`src/rtl/mul_sequencer.sv`:
```
// mul_sequencer: shift-and-add multiplier built around a single shared ALU.
// Each multiplier bit costs three cycles (ACC add, SHL multiplicand, SHR
// multiplier); the loop exits as soon as the shifted multiplier reaches zero.
// Ports:
//   clk - clock, rising edge
//   rst - asynchronous, active-high reset
//   bus - mul_sequencer_if.slave (start/a_in/b_in in, ready/busy/done/product out)
// Also holds mul_alu_pkg (ALU control encodings) and the alu used by the sequencer.

package mul_alu_pkg;
    typedef enum logic [1:0] {
        ALU_ADD = 2'd0,
        ALU_SLL = 2'd1,
        ALU_SRL = 2'd2
    } alu_control_t;
endpackage

// alu: N-bit add / logical shift left / logical shift right.
//   a, b     - operands (b supplies the shift amount for shifts)
//   control  - operation select
//   result   - operation result, add wraps modulo 2^N
//   zero     - result == 0
//   overflow - signed overflow of an add
module alu
    import mul_alu_pkg::*;
#(
    parameter int unsigned N = 32
) (
    input  logic [N-1:0]  a,
    input  logic [N-1:0]  b,
    input  alu_control_t  control,
    output logic [N-1:0]  result,
    output logic          zero,
    output logic          overflow
);
    localparam int unsigned ShW = $clog2(N);

    always_comb begin
        result   = '0;
        overflow = 1'b0;
        unique case (control)
            ALU_ADD: begin
                result   = a + b;
                overflow = (a[N-1] == b[N-1]) && (result[N-1] != a[N-1]);
            end
            ALU_SLL: result = a << b[ShW-1:0];
            ALU_SRL: result = a >> b[ShW-1:0];
            default: result = '0;
        endcase
    end

    assign zero = (result == '0);
endmodule

module mul_sequencer
    import mul_alu_pkg::*;
#(
    parameter int unsigned N = 32
) (
    input logic          clk,
    input logic          rst,
    mul_sequencer_if.slave bus
);
    typedef enum logic [2:0] {
        IDLE = 3'd0,
        ACC  = 3'd1,
        SHL  = 3'd2,
        SHR  = 3'd3,
        DONE = 3'd4
    } state_t;

    localparam logic [N-1:0] One = N'(1);

    state_t       state_q, state_d;
    logic [N-1:0] acc_q, acc_d;
    logic [N-1:0] mcand_q, mcand_d;
    logic [N-1:0] mplier_q, mplier_d;
    logic [N-1:0] product_q, product_d;

    logic [N-1:0] alu_a, alu_b, alu_result;
    alu_control_t alu_control;
    logic         alu_zero;
    logic         alu_ovf_unused;  // adds wrap; overflow is meaningless here

    logic ready, accept;

    alu #(.N(N)) u_alu (
        .a        (alu_a),
        .b        (alu_b),
        .control  (alu_control),
        .result   (alu_result),
        .zero     (alu_zero),
        .overflow (alu_ovf_unused)
    );

    assign ready  = (state_q == IDLE) || (state_q == DONE);
    assign accept = bus.start && ready;

    always_comb begin
        state_d     = state_q;
        acc_d       = acc_q;
        mcand_d     = mcand_q;
        mplier_d    = mplier_q;
        product_d   = product_q;
        alu_a       = acc_q;
        alu_b       = mcand_q;
        alu_control = ALU_ADD;

        unique case (state_q)
            IDLE, DONE: begin
                if (accept) begin
                    acc_d    = '0;
                    mcand_d  = bus.a_in;
                    mplier_d = bus.b_in;
                    if (bus.b_in == '0) begin
                        // Nothing to accumulate: go straight to DONE with a zero product.
                        state_d   = DONE;
                        product_d = '0;
                    end else begin
                        state_d = ACC;
                    end
                end else if (state_q == DONE) begin
                    state_d = IDLE;
                end
            end
            ACC: begin
                alu_a       = acc_q;
                alu_b       = mcand_q;
                alu_control = ALU_ADD;
                if (mplier_q[0]) begin
                    acc_d = alu_result;
                end
                state_d = SHL;
            end
            SHL: begin
                alu_a       = mcand_q;
                alu_b       = One;
                alu_control = ALU_SLL;
                mcand_d     = alu_result;
                state_d     = SHR;
            end
            SHR: begin
                alu_a       = mplier_q;
                alu_b       = One;
                alu_control = ALU_SRL;
                mplier_d    = alu_result;
                // No set bits left in the multiplier: acc already holds the product.
                if (alu_zero) begin
                    state_d   = DONE;
                    product_d = acc_q;
                end else begin
                    state_d = ACC;
                end
            end
            default: state_d = IDLE;
        endcase
    end

    always_ff @(posedge clk or posedge rst) begin
        if (rst) begin
            state_q   <= IDLE;
            acc_q     <= '0;
            mcand_q   <= '0;
            mplier_q  <= '0;
            product_q <= '0;
        end else begin
            state_q   <= state_d;
            acc_q     <= acc_d;
            mcand_q   <= mcand_d;
            mplier_q  <= mplier_d;
            product_q <= product_d;
        end
    end

    assign bus.ready   = ready;
    assign bus.busy    = (state_q == ACC) || (state_q == SHL) || (state_q == SHR);
    assign bus.done    = (state_q == DONE);
    assign bus.product = product_q;
endmodule

```
`src/rtl/mul_sequencer_if.sv`:
```
// mul_sequencer_if: request/response bundle for the sequential multiplier.
//   start   - request valid, qualified by ready
//   a_in    - multiplicand, sampled on accept
//   b_in    - multiplier, sampled on accept
//   ready   - a start would be accepted this cycle
//   busy    - multiply in progress
//   done    - one-cycle pulse, product valid
//   product - low N bits of a_in*b_in, held until the next done
// master: requester side; slave: multiplier side.
interface mul_sequencer_if #(
    parameter int unsigned N = 32
);
    logic         start;
    logic [N-1:0] a_in;
    logic [N-1:0] b_in;
    logic         ready;
    logic         busy;
    logic         done;
    logic [N-1:0] product;

    modport master (
        output start, a_in, b_in,
        input  ready, busy, done, product
    );

    modport slave (
        input  start, a_in, b_in,
        output ready, busy, done, product
    );
endinterface

```
`src/flat_wrapper.sv`:
```
// flat-port wrapper written by rule: the top's interface ports become plain ports
module mul_sequencer_flat import mul_alu_pkg::*;
#(
    parameter int unsigned N = 32
)
  (clk, rst, bus_start, bus_a_in, bus_b_in, bus_ready, bus_busy, bus_done, bus_product);
  mul_sequencer_if #(.N(N)) bus_i ();
  input logic clk;
  input logic rst;
  input wire logic [$bits(bus_i.start)-1:0] bus_start;
  input wire logic [$bits(bus_i.a_in)-1:0] bus_a_in;
  input wire logic [$bits(bus_i.b_in)-1:0] bus_b_in;
  output wire logic [$bits(bus_i.ready)-1:0] bus_ready;
  output wire logic [$bits(bus_i.busy)-1:0] bus_busy;
  output wire logic [$bits(bus_i.done)-1:0] bus_done;
  output wire logic [$bits(bus_i.product)-1:0] bus_product;
  assign bus_i.start = bus_start;
  assign bus_i.a_in = bus_a_in;
  assign bus_i.b_in = bus_b_in;
  assign bus_ready = bus_i.ready;
  assign bus_busy = bus_i.busy;
  assign bus_done = bus_i.done;
  assign bus_product = bus_i.product;
  mul_sequencer #(.N(N)) u_core (.clk(clk), .rst(rst), .bus(bus_i));
endmodule
```
`config.mk`:
```
export PLATFORM = sky130hd
export DESIGN_NAME = mul_sequencer_flat
export DESIGN_NICKNAME = d
export VERILOG_FILES = /design/src/rtl/mul_sequencer.sv /design/src/rtl/mul_sequencer_if.sv /design/src/flat_wrapper.sv
export SDC_FILE = /design/constraint.sdc
export NUM_CORES = 1
export LEC_CHECK = 0
export CORE_MARGIN = 5
export CORE_UTILIZATION = 50
export DETAILED_ROUTE_END_ITERATION = 8
export PLACE_DENSITY = 0.71
export SLEW_MARGIN = 20
export SYNTH_ARGS = -nofsm -noshare
export SYNTH_HDL_FRONTEND = slang
export SYNTH_SLANG_ARGS = --single-unit
```
`constraint.sdc`:
```
create_clock -name clk -period 5.25 [get_ports clk]
set_input_delay 0.525 -clock clk [delete_from_list [all_inputs] [get_ports clk]]
set_output_delay 0.525 -clock clk [all_outputs]
set_load 0.01 [all_outputs]
```
==> metrics <==
fmax=202 MHz; Hold Crit Class=reg -> reg; DRT Pass-1 Iters=5; Worst-Margin Slew=950 ps; gr busiest metal=met1; CORE AREA=18,000 um^2; Slew HR=36.7%; main area contributors after synthesis=dfrtp_1 (36%), nand2_1 (9.6%), a21oi_1 (4.7%), a22oi_1 (4.4%), ha_1 (4.2%); CP endpoint kind=flip-flop; port bufs=101; critical path peak fanout=32; post-place setup slack=305 ps; Worst EP arrival=5260 ps; final setup fails=0; CP top delay family=simple AND/OR/NAND/NOR gates; routed via count=9,319; hold_sp=u_core.mplier_q[25]$_DFFE_PP0P_; Synth Warn #=0; max_cap viols=0; leakage power=4.88 nW; status=complete, no violations; Vias/cell=6.41; met3 Track Usage GR=5.98%; largest net degree at the start of global routing=78; Slowest-stage cell, CP=dfrtp_1; Worst IR Drop VDD=0.416 mV; clock buffer depth=2; first-pass GRT wire length=49.8 mm; aggregate routed wire length=31.7 mm; CTS tree=done; H-tree levels=4; chain of cells forming the critical path=nor2b_4, buf_4, nor2_1, a31oi_1, ha_1, nand2_1, o21ai_1, o21ai_0, nor3_1, a2111oi_2, nand3_1, nor4b_1, nand4b_1, nor3_4, buf_12, a21oi_1, a221o_1; commonest non-fill, non-tap cells in the layout=nand2_1 (236), dfrtp_1 (129), clkdlybuf4s50_1 (101); reg-to-reg startpoint=u_core.state_q[1]$_DFFE_PP0P_; Top FF cell, synth=dfrtp_1; clk_skew=12.0 ps; final worst slack=295 ps; number of DRC markers in iteration 0=993; top cell type by total area after synthesis=dfrtp_1; Slew Limit Fails=0; Mapped Area=9180 um^2; period utilisation layout=94.4%; critical path type=reg -> reg; Final #Nets=1,309; # DRC=0; Die Y=146 um; GRT Total Usage=29.3%; Skew-Pair Late Insertion Delay=430 ps; GR Util met1=46.4%; post-synthesis register bit count=131; Yosys cell types=72; setup total negative slack=0 ps; P per Cell Area=653 nW/um^2; cells on worst reg2reg path=17; final hold violation count=0; hold_ws=493 ps; drt wl/cell=21.8 um; RSZ-0062 raised after global routing=false; top-area cell type share of the netlist area=35.7%; Site Rows=49; fraction of registers with async set/reset=100%; Syn Nets=1,236; TritonCTS buffer count=17; Worst Hold Depth=2; R2R Path End=u_core.bus.product[15]$_DFFE_PP0P_; worst path bufs/invs=2; gpl congestion=1.05; Final HPWL DP=23.9 mm; Worst R2R Setup Slack=290 ps; mean post-synth cell area=8.07 um^2; Final ANT Viol Nets=0; Starting Density=50.9%; Worst Hold Path EP=u_core.mplier_q[25]$_DFFE_PP0P_; Overall Power=7.28 mW; Worst-path clk slew=60 ps; Overflow after GRT=0; post-synthesis sequential area ratio=35.7%; Clock Sinks=131; P&R area growth vs syn=21.4%; layout cells sized above 1=8.66%; # Post-CTS Setup Buffers=0; initial antenna violation count=0; startpoint types=flip-flop; I/O pins=102; Die Wd=146 um; M2 GR Usage=39.7%; crit-path max cell delay=580 ps; most common cell after layout, fill and taps aside=nand2_1; EDFF count, synth=0; Period minus WS final=4960 ps; worst endpoint required time=5550 ps; Die Area=21,200 um^2; Mapped Cells=1,138; CTS root buf=clkbuf_16; vias in the first global route=8,601
## metal layers
layer	vias to the layer above	wire length [um]
met2	451	13000
met5	-	0
met1	4471	15000
li1	4358	-
met3	39	3060
met4	0	669
## where the power goes
| part | switching, mW | internal [mW] | leakage (nW) |
|---|---|---|---|
| registers | 0.449 | 1.33 | 1.72 |
| logic | 2.66 | 1.57 | 2.85 |
| clock network | 0.469 | 0.800 | 0.306 |
## stage by stage
step                      util, %  area [um^2]  cells
after detailed placement     58.2        10500   1419
after global routing         61.8        11100   1453
after CTS                    61.7        11100   1451
final                        61.9        11100   1454
after global placement       58.2        10500   1419
after floorplan                 -         9190   1138
## cells by family (layout without fill, tap and decap cells)
group / after synthesis / count (layout) / synth area share [%]
AOI/OAI and AO/OA: 374 / 374 / 28.0
xor gates and xnor gates: 19 / 19 / 1.81
adders and majority gates: 32 / 32 / 4.35
buffers and inverters: 106 / 190 / 4.91
DFF: 131 / 131 / 35.7
muxes: 17 / 17 / 1.93
other: 0 / 1 / 0
and+or+nand+nor: 459 / 461 / 23.3
## how the worst max path moves through the flow
stage / from / to / cells past startpoint
after floorplan: u_core.state_q[1]$_DFFE_PP0P_ / u_core.bus.product[12]$_DFFE_PP0P_ / 23
after global placement: u_core.state_q[2]$_DFFE_PP0P_ / u_core.bus.product[0]$_DFFE_PP0P_ / 17
after detailed placement: u_core.state_q[2]$_DFFE_PP0P_ / u_core.bus.product[4]$_DFFE_PP0P_ / 16
after CTS: u_core.state_q[2]$_DFFE_PP0P_ / u_core.bus.product[4]$_DFFE_PP0P_ / 15
after global routing: u_core.state_q[1]$_DFFE_PP0P_ / u_core.bus.product[14]$_DFFE_PP0P_ / 18
final: u_core.state_q[1]$_DFFE_PP0P_ / u_core.bus.product[15]$_DFFE_PP0P_ / 17
## synthesized netlist by cell type (all sizes together), types with 3 or more instances
cell type  instances
nand4b             4
a31oi             18
o31ai              5
or3                5
ha                31
o311ai             3
o21bai             3
a32oi             19
nand4             17
nor2b              8
a21oi             87
mux2i             14
a311oi             4
xor2               8
nor4              15
clkbuf            66
nand3             14
o21a               7
o211ai             8
nor4b              5
o41ai              7
nand2            236
xnor2             11
mux2               3
buf               27
a21o              10
a211oi             8
nand2b            19
a221o             21
a22oi             55
dfrtp            131
o211a              3
and2              33
or4                3
o21ai             76
and3               8
nor3              19
a22o              20
nor2              63
inv               13
a2111oi            5
## sequential cells by signal, indices dropped and copies added, names as in the netlist
name	flops
u_core.state_q	3
u_core.acc_q	32
u_core.bus.product	32
u_core.mplier_q	32
u_core.mcand_q	32
## worst register-to-register path, stage by stage, from the launching register on
cell and delay [ps]:
dfrtp_1 580, nor2b_4 420, buf_4 240, nor2_1 90, a31oi_1 160, ha_1 330
nand2_1 210, o21ai_1 220, o21ai_0 380, nor3_1 100, a2111oi_2 380, nand3_1 210
nor4b_1 390, nand4b_1 220, nor3_4 290, buf_12 220, a21oi_1 90, a221o_1 290
## repair_timing
| item | 4_1_cts | 5_1_grt |
|---|---|---|
| endpoints found under the setup margin | 0 | 32 |
| hold buffers | 0 | 0 |
| gates resized for setup | 0 | 1 |
## final cells by class
| type | count | area (um^2) |
|---|---|---|
| Timing Repair Buffer | 145 | 1380 |
| Sequential cell | 131 | 3280 |
| Antenna cell | 1 | 2.50 |
| Inverter | 13 | 51.3 |
| Clock inverter | 11 | 150 |
| Tap cell | 229 | 287 |
| Multi-Input combinational cell | 903 | 5520 |
| Fill cell | 1631 | 6880 |
| Clock buffer | 21 | 480 |
Power figures use the tool's default switching activity.
